$ cat src/rtl/stepper_pkg.sv
// Shared stepper definitions: decoder FSM states, one-hot wave-drive phases
// in {A, B, /A, /B} order, and the phase-to-index mapping used on both sides.
package stepper_pkg;

    typedef enum logic [1:0] {
        NOREF = 2'd0,
        TRACK = 2'd1,
        HOLD  = 2'd2
    } state_t;

    localparam logic [3:0] PHASE_0 = 4'b1000;
    localparam logic [3:0] PHASE_1 = 4'b0100;
    localparam logic [3:0] PHASE_2 = 4'b0010;
    localparam logic [3:0] PHASE_3 = 4'b0001;

    // Only meaningful for one-hot inputs; anything else maps to 0.
    function automatic logic [1:0] phase_to_index(input logic [3:0] p);
        logic [1:0] idx;
        idx = 2'd0;
        case (p)
            PHASE_0: idx = 2'd0;
            PHASE_1: idx = 2'd1;
            PHASE_2: idx = 2'd2;
            PHASE_3: idx = 2'd3;
            default: idx = 2'd0;
        endcase
        return idx;
    endfunction

    function automatic logic is_one_hot(input logic [3:0] p);
        return (p != 4'd0) && ((p & (p - 4'd1)) == 4'd0);
    endfunction

endpackage

$ cat src/rtl/phase_sync_filter.sv
// Two-flop synchroniser followed by a stability counter; a pattern held for
// FILT_CYCLES cycles that differs from the current one is accepted with a strobe.
module phase_sync_filter #(
    parameter int W           = 4,
    parameter int FILT_CYCLES = 4
) (
    input  logic         clk,
    input  logic         reset,
    input  logic [W-1:0] din,
    output logic [W-1:0] pattern,
    output logic         accept
);

    localparam logic [7:0] FILT = 8'(FILT_CYCLES);

    logic [W-1:0] sync1;
    logic [W-1:0] sync2;
    logic [7:0]   stable_cnt;

    // stable_cnt counts how many cycles sync2 has held its current value,
    // saturating at FILT; it restarts at 1 on the cycle sync2 takes a new value.
    always_ff @(posedge clk) begin
        if (reset) begin
            sync1      <= '0;
            sync2      <= '0;
            stable_cnt <= 8'd0;
            pattern    <= '0;
            accept     <= 1'b0;
        end else begin
            sync1  <= din;
            sync2  <= sync1;
            accept <= 1'b0;
            if (sync1 != sync2) begin
                stable_cnt <= 8'd1;
            end else if (stable_cnt != FILT) begin
                stable_cnt <= stable_cnt + 8'd1;
            end
            if (stable_cnt == FILT && sync2 != pattern) begin
                pattern <= sync2;
                accept  <= 1'b1;
            end
        end
    end

endmodule

$ cat src/rtl/step_phase_decoder.sv
// Decodes filtered wave-drive phase changes into direction-tagged steps,
// tracking signed position, per-revolution index and sticky error flags.
module step_phase_decoder
    import stepper_pkg::*;
#(
    parameter int FILT_CYCLES   = 4,
    parameter int POS_W         = 16,
    parameter int STEPS_PER_REV = 2048
) (
    input  logic                             clk,
    input  logic                             reset,
    input  logic [3:0]                       phase_in,
    input  logic                             clear_err,
    output logic                             step_pulse,
    output logic                             step_dir,
    output logic signed [POS_W-1:0]          position,
    output logic [$clog2(STEPS_PER_REV)-1:0] rev_cnt,
    output logic                             rev_pulse,
    output logic                             idle,
    output logic                             err_skip,
    output logic                             err_illegal,
    output state_t                           state_dbg
);

    localparam int               REV_W   = $clog2(STEPS_PER_REV);
    localparam logic [REV_W-1:0] REV_MAX = REV_W'(STEPS_PER_REV - 1);

    logic [3:0] acc_pat;
    logic       acc_strobe;
    state_t     state;
    logic [1:0] last_idx;
    logic [1:0] new_idx;
    logic [1:0] delta;
    logic       one_hot;

    phase_sync_filter #(
        .W           (4),
        .FILT_CYCLES (FILT_CYCLES)
    ) u_filter (
        .clk     (clk),
        .reset   (reset),
        .din     (phase_in),
        .pattern (acc_pat),
        .accept  (acc_strobe)
    );

    // delta of 1 is a forward neighbour, 3 reverse, 2 the opposite phase.
    always_comb begin
        new_idx = phase_to_index(acc_pat);
        delta   = new_idx - last_idx;
        one_hot = is_one_hot(acc_pat);
    end

    assign state_dbg = state;

    always_ff @(posedge clk) begin
        if (reset) begin
            state       <= NOREF;
            last_idx    <= 2'd0;
            step_pulse  <= 1'b0;
            step_dir    <= 1'b0;
            position    <= '0;
            rev_cnt     <= '0;
            rev_pulse   <= 1'b0;
            idle        <= 1'b1;
            err_skip    <= 1'b0;
            err_illegal <= 1'b0;
        end else begin
            step_pulse <= 1'b0;
            rev_pulse  <= 1'b0;
            idle       <= (acc_pat == 4'd0);
            // Clear first so an error raised in the same cycle takes priority.
            if (clear_err) begin
                err_skip    <= 1'b0;
                err_illegal <= 1'b0;
            end
            if (acc_strobe) begin
                if (acc_pat == 4'd0) begin
                    if (state != NOREF) state <= HOLD;
                end else if (!one_hot) begin
                    err_illegal <= 1'b1;
                    state       <= NOREF;
                end else begin
                    state    <= TRACK;
                    last_idx <= new_idx;
                    if (state != NOREF) begin
                        case (delta)
                            2'd1: begin
                                step_pulse <= 1'b1;
                                step_dir   <= 1'b1;
                                position   <= position + POS_W'(1);
                                if (rev_cnt == REV_MAX) begin
                                    rev_cnt   <= '0;
                                    rev_pulse <= 1'b1;
                                end else begin
                                    rev_cnt <= rev_cnt + REV_W'(1);
                                end
                            end
                            2'd3: begin
                                step_pulse <= 1'b1;
                                step_dir   <= 1'b0;
                                position   <= position - POS_W'(1);
                                if (rev_cnt == '0) begin
                                    rev_cnt   <= REV_MAX;
                                    rev_pulse <= 1'b1;
                                end else begin
                                    rev_cnt <= rev_cnt - REV_W'(1);
                                end
                            end
                            2'd2:    err_skip <= 1'b1;
                            default: ;
                        endcase
                    end
                end
            end
        end
    end

endmodule

$ cat config.mk
export PLATFORM = sky130hd
export DESIGN_NAME = step_phase_decoder
export DESIGN_NICKNAME = d
export VERILOG_FILES = /design/src/rtl/stepper_pkg.sv /design/src/rtl/phase_sync_filter.sv /design/src/rtl/step_phase_decoder.sv
export SDC_FILE = /design/constraint.sdc
export NUM_CORES = 1
export LEC_CHECK = 0
export BUFFER_PORTS_ARGS = -buffer_cell sky130_fd_sc_hd__buf_4
export CAP_MARGIN = 20
export CORE_MARGIN = 2
export CORE_UTILIZATION = 58
export CTS_CLUSTER_SIZE = 20
export DETAILED_ROUTE_END_ITERATION = 7
export PLACE_DENSITY = 0.79
export SKIP_LAST_GASP = 1
export SLEW_MARGIN = 15
export SYNTH_ARGS = -nofsm -noshare
export SYNTH_HDL_FRONTEND = slang
export SYNTH_SLANG_ARGS = --single-unit
$ cat constraint.sdc
create_clock -name clk -period 5.5 [get_ports clk]
set_input_delay 1.1 -clock clk [delete_from_list [all_inputs] [get_ports clk]]
set_output_delay 1.1 -clock clk [all_outputs]
set_load 0.02 [all_outputs]
# Yosys cells after proc, flatten, opt, wreduce, memory -nomap -nowiden
# Cells that the tools add are included.
# op_classes
add_sub_neg	7
eq_ne	12
muxes	26
bitwise_logic	5
reduce_logical	15
# op_table
cell	count
16-bit one-hot mux with 2 select lines	1
11-bit two-way mux	2
11-bit one-hot mux with 2 select lines	1
1-bit two-way mux	17
16-bit by 2-bit adder with 16-bit output (second input constant)	1
16-bit by 2-bit subtractor with 16-bit output (second input constant)	1
11-bit by 1-bit adder with 11-bit output (second input constant)	1
11-bit == test (second input constant)	1
11-bit zero test	1
11-bit by 1-bit subtractor with 11-bit output (second input constant)	1
8-bit by 1-bit adder with 8-bit output (second input constant)	1
8-bit by 3-bit == test with 1-bit output (second input constant)	1
4-bit zero test	2
4-bit inequality test	2
8-bit by 3-bit inequality test with 1-bit output (second input constant)	1
2-bit one-hot mux with 3 select lines	1
2-bit nonzero test	3
5-bit AND reduction	1
5-bit OR reduction	1
4-bit bitwise AND	1
2-bit == test (second input constant)	2
4-bit by 1-bit == test with 1-bit output (second input constant)	1
4-bit by 2-bit == test with 1-bit output (second input constant)	1
4-bit by 3-bit == test with 1-bit output (second input constant)	1
12 further kinds	19
# totals
regBits	58
input_bits	7
out_inout_bits	35
wordCells	81

# Logic depth before layout (Yosys ltp)
# logic_depth
word_depth	9
ltp_mapped	16
depth_no_buf	15

# Modules after synthesis
# From an unflattened synthesis, not the netlist that was laid out.
# unflattened
hier_cells	440
hier_area_um2	3626.0
# modules_own_cells
module	instances	cells_each	area_per_inst_um2	seq_area_each_um2
step_phase_decoder	1	344	2680.1	740.7
phase_sync_filter	1	96	945.9	420.4

# Worst setup path before layout
# Ideal clock, no wire load.
# synth_path
path_kind	register to register
start	register u_filter.pattern[0]
end	register position[15]
setup_time_ns	0.123
arrival_time_ns	4.018
t_required_ns	5.377
slack_ns	1.358
stages_incl_launch_ff	17
n_path_buf	1
synth_period_minus_slack_ns	4.142
path_cell_list	dfxtp_1 -> buf_2 -> xnor2_1 -> or3_1 -> ha_1 -> xnor2_1 -> a21boi_1 -> or3_1 -> clkinv_1 -> ha_1 -> or3_1 -> nand2_1 -> o32ai_1 -> a2111oi_2 -> a21oi_1 -> mux2i_1 -> mux2_1
# synth_via
elab_chain_cells	6
word_cells_on_any_way	17
classes_between	add/sub: 2; eq/ne: 5; mux: 2; bitwise: 2; reduce/logical: 6
# synth_rtl
item	line	rtl
start: declaration	phase_sync_filter.sv:10	output logic [W-1:0] pattern,
start signal: assignment	phase_sync_filter.sv:39	pattern <= sync2;
4-bit by 1-bit == test with 1-bit output, or another cell as far along	stepper_pkg.sv:20	case (p)
2-bit one-hot mux with 3 select lines	stepper_pkg.sv:20	
2-bit subtractor	step_phase_decoder.sv:50	delta = new_idx - last_idx;
2-bit == test / 2-bit by 1-bit == test with 1-bit output (equally long branches)	step_phase_decoder.sv:87	case (delta)
2-bit nonzero test (no line)	-	
5-bit AND reduction (no line)	-	
end signal: assignment	step_phase_decoder.sv:91	position <= position + POS_W'(1);
end signal: assignment	step_phase_decoder.sv:102	position <= position - POS_W'(1);
end: declaration	step_phase_decoder.sv:16	output logic signed [POS_W-1:0] position,
# Several ways; a longest one is shown, not always the timed one.
# A chain may end at the register's enable or synchronous reset.

# Final worst setup path
# Same ends and word-level chain as after synthesis.

==> reports/qor.csv <==
stage,metric,value,unit
timing,worst hold-check slack,0.467,ns
worst_setup_path,critical path capture point type,flip-flop,
logic_synthesis,cell types occupying the most area after synthesis,"sky130_fd_sc_hd__dfxtp_1 34%, sky130_fd_sc_hd__ha_1 7.0%, sky130_fd_sc_hd__a21oi_1 5.0%, sky130_fd_sc_hd__nor2_1 4.4%, sky130_fd_sc_hd__xnor2_1 4.4%",
timing,Clock Skew,0.00634,ns
drt,Pre-Repair DR Iteration Count,4,
timing,PnR worst setup slack,0.702,ns
floorplanning,number of cell rows,27,
floorplanning,die boundary width,80.3,um
drt,antenna-violating nets left,0,
global_route,Overflow after GRT,0,
timing,number of hold violations in the final report,0,
logic_synthesis,total of flip-flops plus latches after synthesis,58,
drt,WL/cell,14.9,um
worst_setup_path,Crit path largest cell delay,0.55,ns
timing,Least-Margin Pin Slew,0.508,ns
drt,Avg Vias per Cell,5.85,
finish,layout cells sized above 1,0.161,
finish,final instance area,4010,sq um
global_route,initial antenna violation count,0,
logic_synthesis,Synth Instances,406,
placement,placed insts,503,
finish,Post-layout nets,469,
min_path,worst hold path startpoint,last_idx[0],
logic_synthesis,share of Yosys cell area claimed by the top area cell type,0.344,
drt,# DRC,0,
clocking,Bufs on Longest Clock Path,2,
status,outcome,"finished, final reports clean",
logic_synthesis,dominant combinational cell family by area after synthesis,simple AND/OR/NAND/NOR gates,
placement,total of buffers placed on input and output ports,41,
finish,core occupancy in the finished layout,0.719,
worst_setup_path,launching element type of the critical path,flip-flop,
worst_setup_path,endpoint of the most critical register-to-register path,position[15],
worst_setup_path,Reg2Reg Launch Point,u_filter.pattern[0],
clocking,quantity of gates resized following cts,0,
timing,total negative setup slack,0,ns
worst_setup_path,type of the setup path with the least slack,flip-flop to flip-flop,
logic_synthesis,fraction of synthesis flops using an asynchronous set or reset pin,0,
finish,non-filler instance count after layout,519,
finish,Synth-to-Final Area Change,18.6,%
worst_setup_path,Critical Path Most Common Cell,sky130_fd_sc_hd__or3_1,
global_route,wire length of the first global-routing pass,13100,um
logic_synthesis,average size of a mapped cell,8.32,sq um
min_path,class of the tightest hold or removal check,flip-flop to flip-flop,
clocking,clock root cell,sky130_fd_sc_hd__clkbuf_8,
logic_synthesis,Simple-Gate Fraction of Synth Area,0.236,
worst_setup_path,Worst Reg-to-Reg Cells,16,
logic_synthesis,number of distinct standard cells referenced by the synthesized netlist,58,
floorplanning,number of top-level pins,42,
timing,Slew headroom,0.660,
pwr,total chip power,1.02,mW
logic_synthesis,post-synthesis sequential area ratio,0.344,
timing,timing-limited maximum frequency,208,MHz
logic_synthesis,dominant register cell in the synthesized netlist,sky130_fd_sc_hd__dfxtp_1,
logic_synthesis,cell area after synthesis,3380,sq um
logic_synthesis,post-synth net total,433,
global_route,vias in the first global route,2826,
clocking,number of clock sinks seen by CTS,58,
worst_setup_path,cells along the critical path,"xnor2_1, or3_1, ha_1, xnor2_1, nor3b_1, or3_1, clkinv_1, buf_4, ha_1, or3_1, nand2_1, o32ai_1, a2111oi_2, a21oi_1, mux2i_1, mux2_1",
placement,Placed Area,3720,sq um
worst_setup_path,WP data arrival,5.03,ns
finish,count of antenna diodes in the layout,0,
floorplanning,area of the placeable core,5570,sq um
worst_setup_path,critical path required time,5.73,ns
clocking,H-tree lvl count,3,
min_path,depth of the worst hold-timing path,2,
drt,number of vias after detailed routing,3036,
timing,time the final worst path needs with I/O delays and setup,4.80,ns
floorplanning,Die Outline Area,6450,sq um
pwr,leakage power,1.77,nW
clocking,"Reg clk slew, reported paths",0.07,ns
global_route,GRT Util Overall,0.257,
logic_synthesis,total number of yosys warnings,0,
worst_setup_path,slack of the worst reg-to-reg path,0.70,ns
placement,total half-perimeter wirelength after legalization and detailed placement,5270,um
worst_setup_path,"Largest delay share family, worst path",simple AND/OR/NAND/NOR gates,
placement,placer's final routability congestion estimate,0.995,
logic_synthesis,most frequently used cell type in the post-synthesis netlist,sky130_fd_sc_hd__dfxtp_1,
timing,setup violators final,0,
floorplanning,starting density of the core,0.606,
logic_synthesis,xor-xnor portion of the synthesized cell area,0.0804,
logic_synthesis,mux share of post-synthesis cell area,0.0241,
clocking,"Hold-fix buffers, CTS",0,
clocking,Worst-Skew Late Latency,0.34,ns
min_path,hold-critical path endpoint,last_idx[0],
timing,Slew Limit Fails,0,
logic_synthesis,Compound-Gate Fraction of Synth Area,0.201,
clocking,TritonCTS clock tree,yes,
timing,post-route clock period utilization,0.872,
logic_synthesis,biggest area consumer among synthesized cells,sky130_fd_sc_hd__dfxtp_1,
floorplanning,die height,80.3,um
global_route,pin count of the biggest net entering global routing,47,
pwr,IR Drop Worst-Case VDD,169,uV
logic_synthesis,number of synthesized flops with an enable pin,0,
pwr,Power Density,255,nW/um^2
logic_synthesis,top cell types by occurrence after synthesis,"58 x sky130_fd_sc_hd__dfxtp_1, 40 x sky130_fd_sc_hd__nor2_1, 36 x sky130_fd_sc_hd__nand2_1",
clocking,setup fix buffers added after clock tree synthesis,0,
worst_setup_path,Worst Path Max Fanout,15,
clocking,number of CTS-inserted buffers,9,
drt,overall routed net length,7720,um
flow_run,maxcap violations,0,
worst_setup_path,buffering stage count on the worst path with inverters included,2,
drt,initial detailed-routing violation count,154,
placement,post-placement worst setup slack,0.798,ns
timing,unrepaired setup endpoints after global routing,no,
worst_setup_path,CP max-delay cell,sky130_fd_sc_hd__dfxtp_1,
logic_synthesis,fraction of the mapped netlist area in adder cells,0.0763,
-- where the power goes --
group	internal (mW)	total (mW)	switching (mW)	leakage [nW]
Sequential	0.424	0.429	0.00460	0.469
Combinational	0.0114	0.0282	0.0167	1.16
Clock	0.384	0.563	0.179	0.143
-- layer usage --
| metal | global-route usage | share of wire | wire [um] | up-vias |
|---|---|---|---|---|
| met2 | 0.420 | 0.47 | 3640 | 77 |
| met4 | 0.0831 | 0.011 | 87 | 0 |
| met5 | 0 | 0 | 0 | - |
| met3 | 0.0618 | 0.051 | 394 | 11 |
| li1 | - | - | - | 1531 |
| met1 | 0.334 | 0.47 | 3600 | 1417 |
-- state kept, by name (all words and copies together) (netlist names) --
signal               cells
err_illegal              1
err_skip                 1
idle                     1
last_idx                 2
position                16
rev_cnt                 11
rev_pulse                1
state_dbg                2
step_dir                 1
step_pulse               1
u_filter.accept          1
u_filter.pattern         4
u_filter.stable_cnt      8
u_filter.sync1           4
u_filter.sync2           4
-- layout make-up --
class	instances	area (sq um)
multi-input combinational	317	2090
fill	459	1570
sequential	58	1160
timing repair buffer	44	330
clock buffer	12	165
clock inverter	4	120
tap	72	90.1
inverter	12	45.0
-- worst reg2reg max path, cell delays in order (launching register included) --
cell	delay, ns
sky130_fd_sc_hd__dfxtp_1	0.55
sky130_fd_sc_hd__xnor2_1	0.12
sky130_fd_sc_hd__or3_1	0.34
sky130_fd_sc_hd__ha_1	0.21
sky130_fd_sc_hd__xnor2_1	0.14
sky130_fd_sc_hd__nor3b_1	0.25
sky130_fd_sc_hd__or3_1	0.35
sky130_fd_sc_hd__clkinv_1	0.32
sky130_fd_sc_hd__buf_4	0.29
sky130_fd_sc_hd__ha_1	0.34
sky130_fd_sc_hd__or3_1	0.41
sky130_fd_sc_hd__nand2_1	0.10
sky130_fd_sc_hd__o32ai_1	0.12
sky130_fd_sc_hd__a2111oi_2	0.49
sky130_fd_sc_hd__a21oi_1	0.15
sky130_fd_sc_hd__mux2i_1	0.18
sky130_fd_sc_hd__mux2_1	0.33
-- logic make-up (layout without fill, tap and decap cells) --
group / count (synthesis) / count (layout)
flip-flops: 58 / 58
adder cells (fa/ha/maj): 20 / 20
AO/OA/AOI/OAI: 102 / 102
buffers and inverters: 31 / 72
AND/OR/NAND/NOR: 156 / 156
multiplexers: 8 / 8
XOR/XNOR: 31 / 31
-- cell usage in the layout (no fill, tap or decap), types with 11 or more instances in the layout --
cell type                  instances
sky130_fd_sc_hd__inv_1            11
sky130_fd_sc_hd__nand2_1          36
sky130_fd_sc_hd__xnor2_1          17
sky130_fd_sc_hd__dfxtp_1          58
sky130_fd_sc_hd__buf_4            44
sky130_fd_sc_hd__o21ai_0          19
sky130_fd_sc_hd__nor2_1           40
sky130_fd_sc_hd__ha_1             19
sky130_fd_sc_hd__nand3_1          13
sky130_fd_sc_hd__xor2_1           14
sky130_fd_sc_hd__a21oi_1          34
sky130_fd_sc_hd__clkbuf_8         12
-- worst max-delay path by stage --
stage / startpoint / endpoint / slack [ns] / cells past startpoint
after floorplan: u_filter.pattern[0] / position[15] / 1.36 / 16
after global placement: u_filter.pattern[0] / position[15] / 0.97 / 16
after detailed placement: u_filter.pattern[0] / position[15] / 0.80 / 16
after CTS: u_filter.pattern[0] / position[15] / 0.72 / 16
after global routing: u_filter.pattern[0] / position[15] / 0.32 / 16
final: u_filter.pattern[0] / position[15] / 0.70 / 16
(Power assumes the default switching activity.)
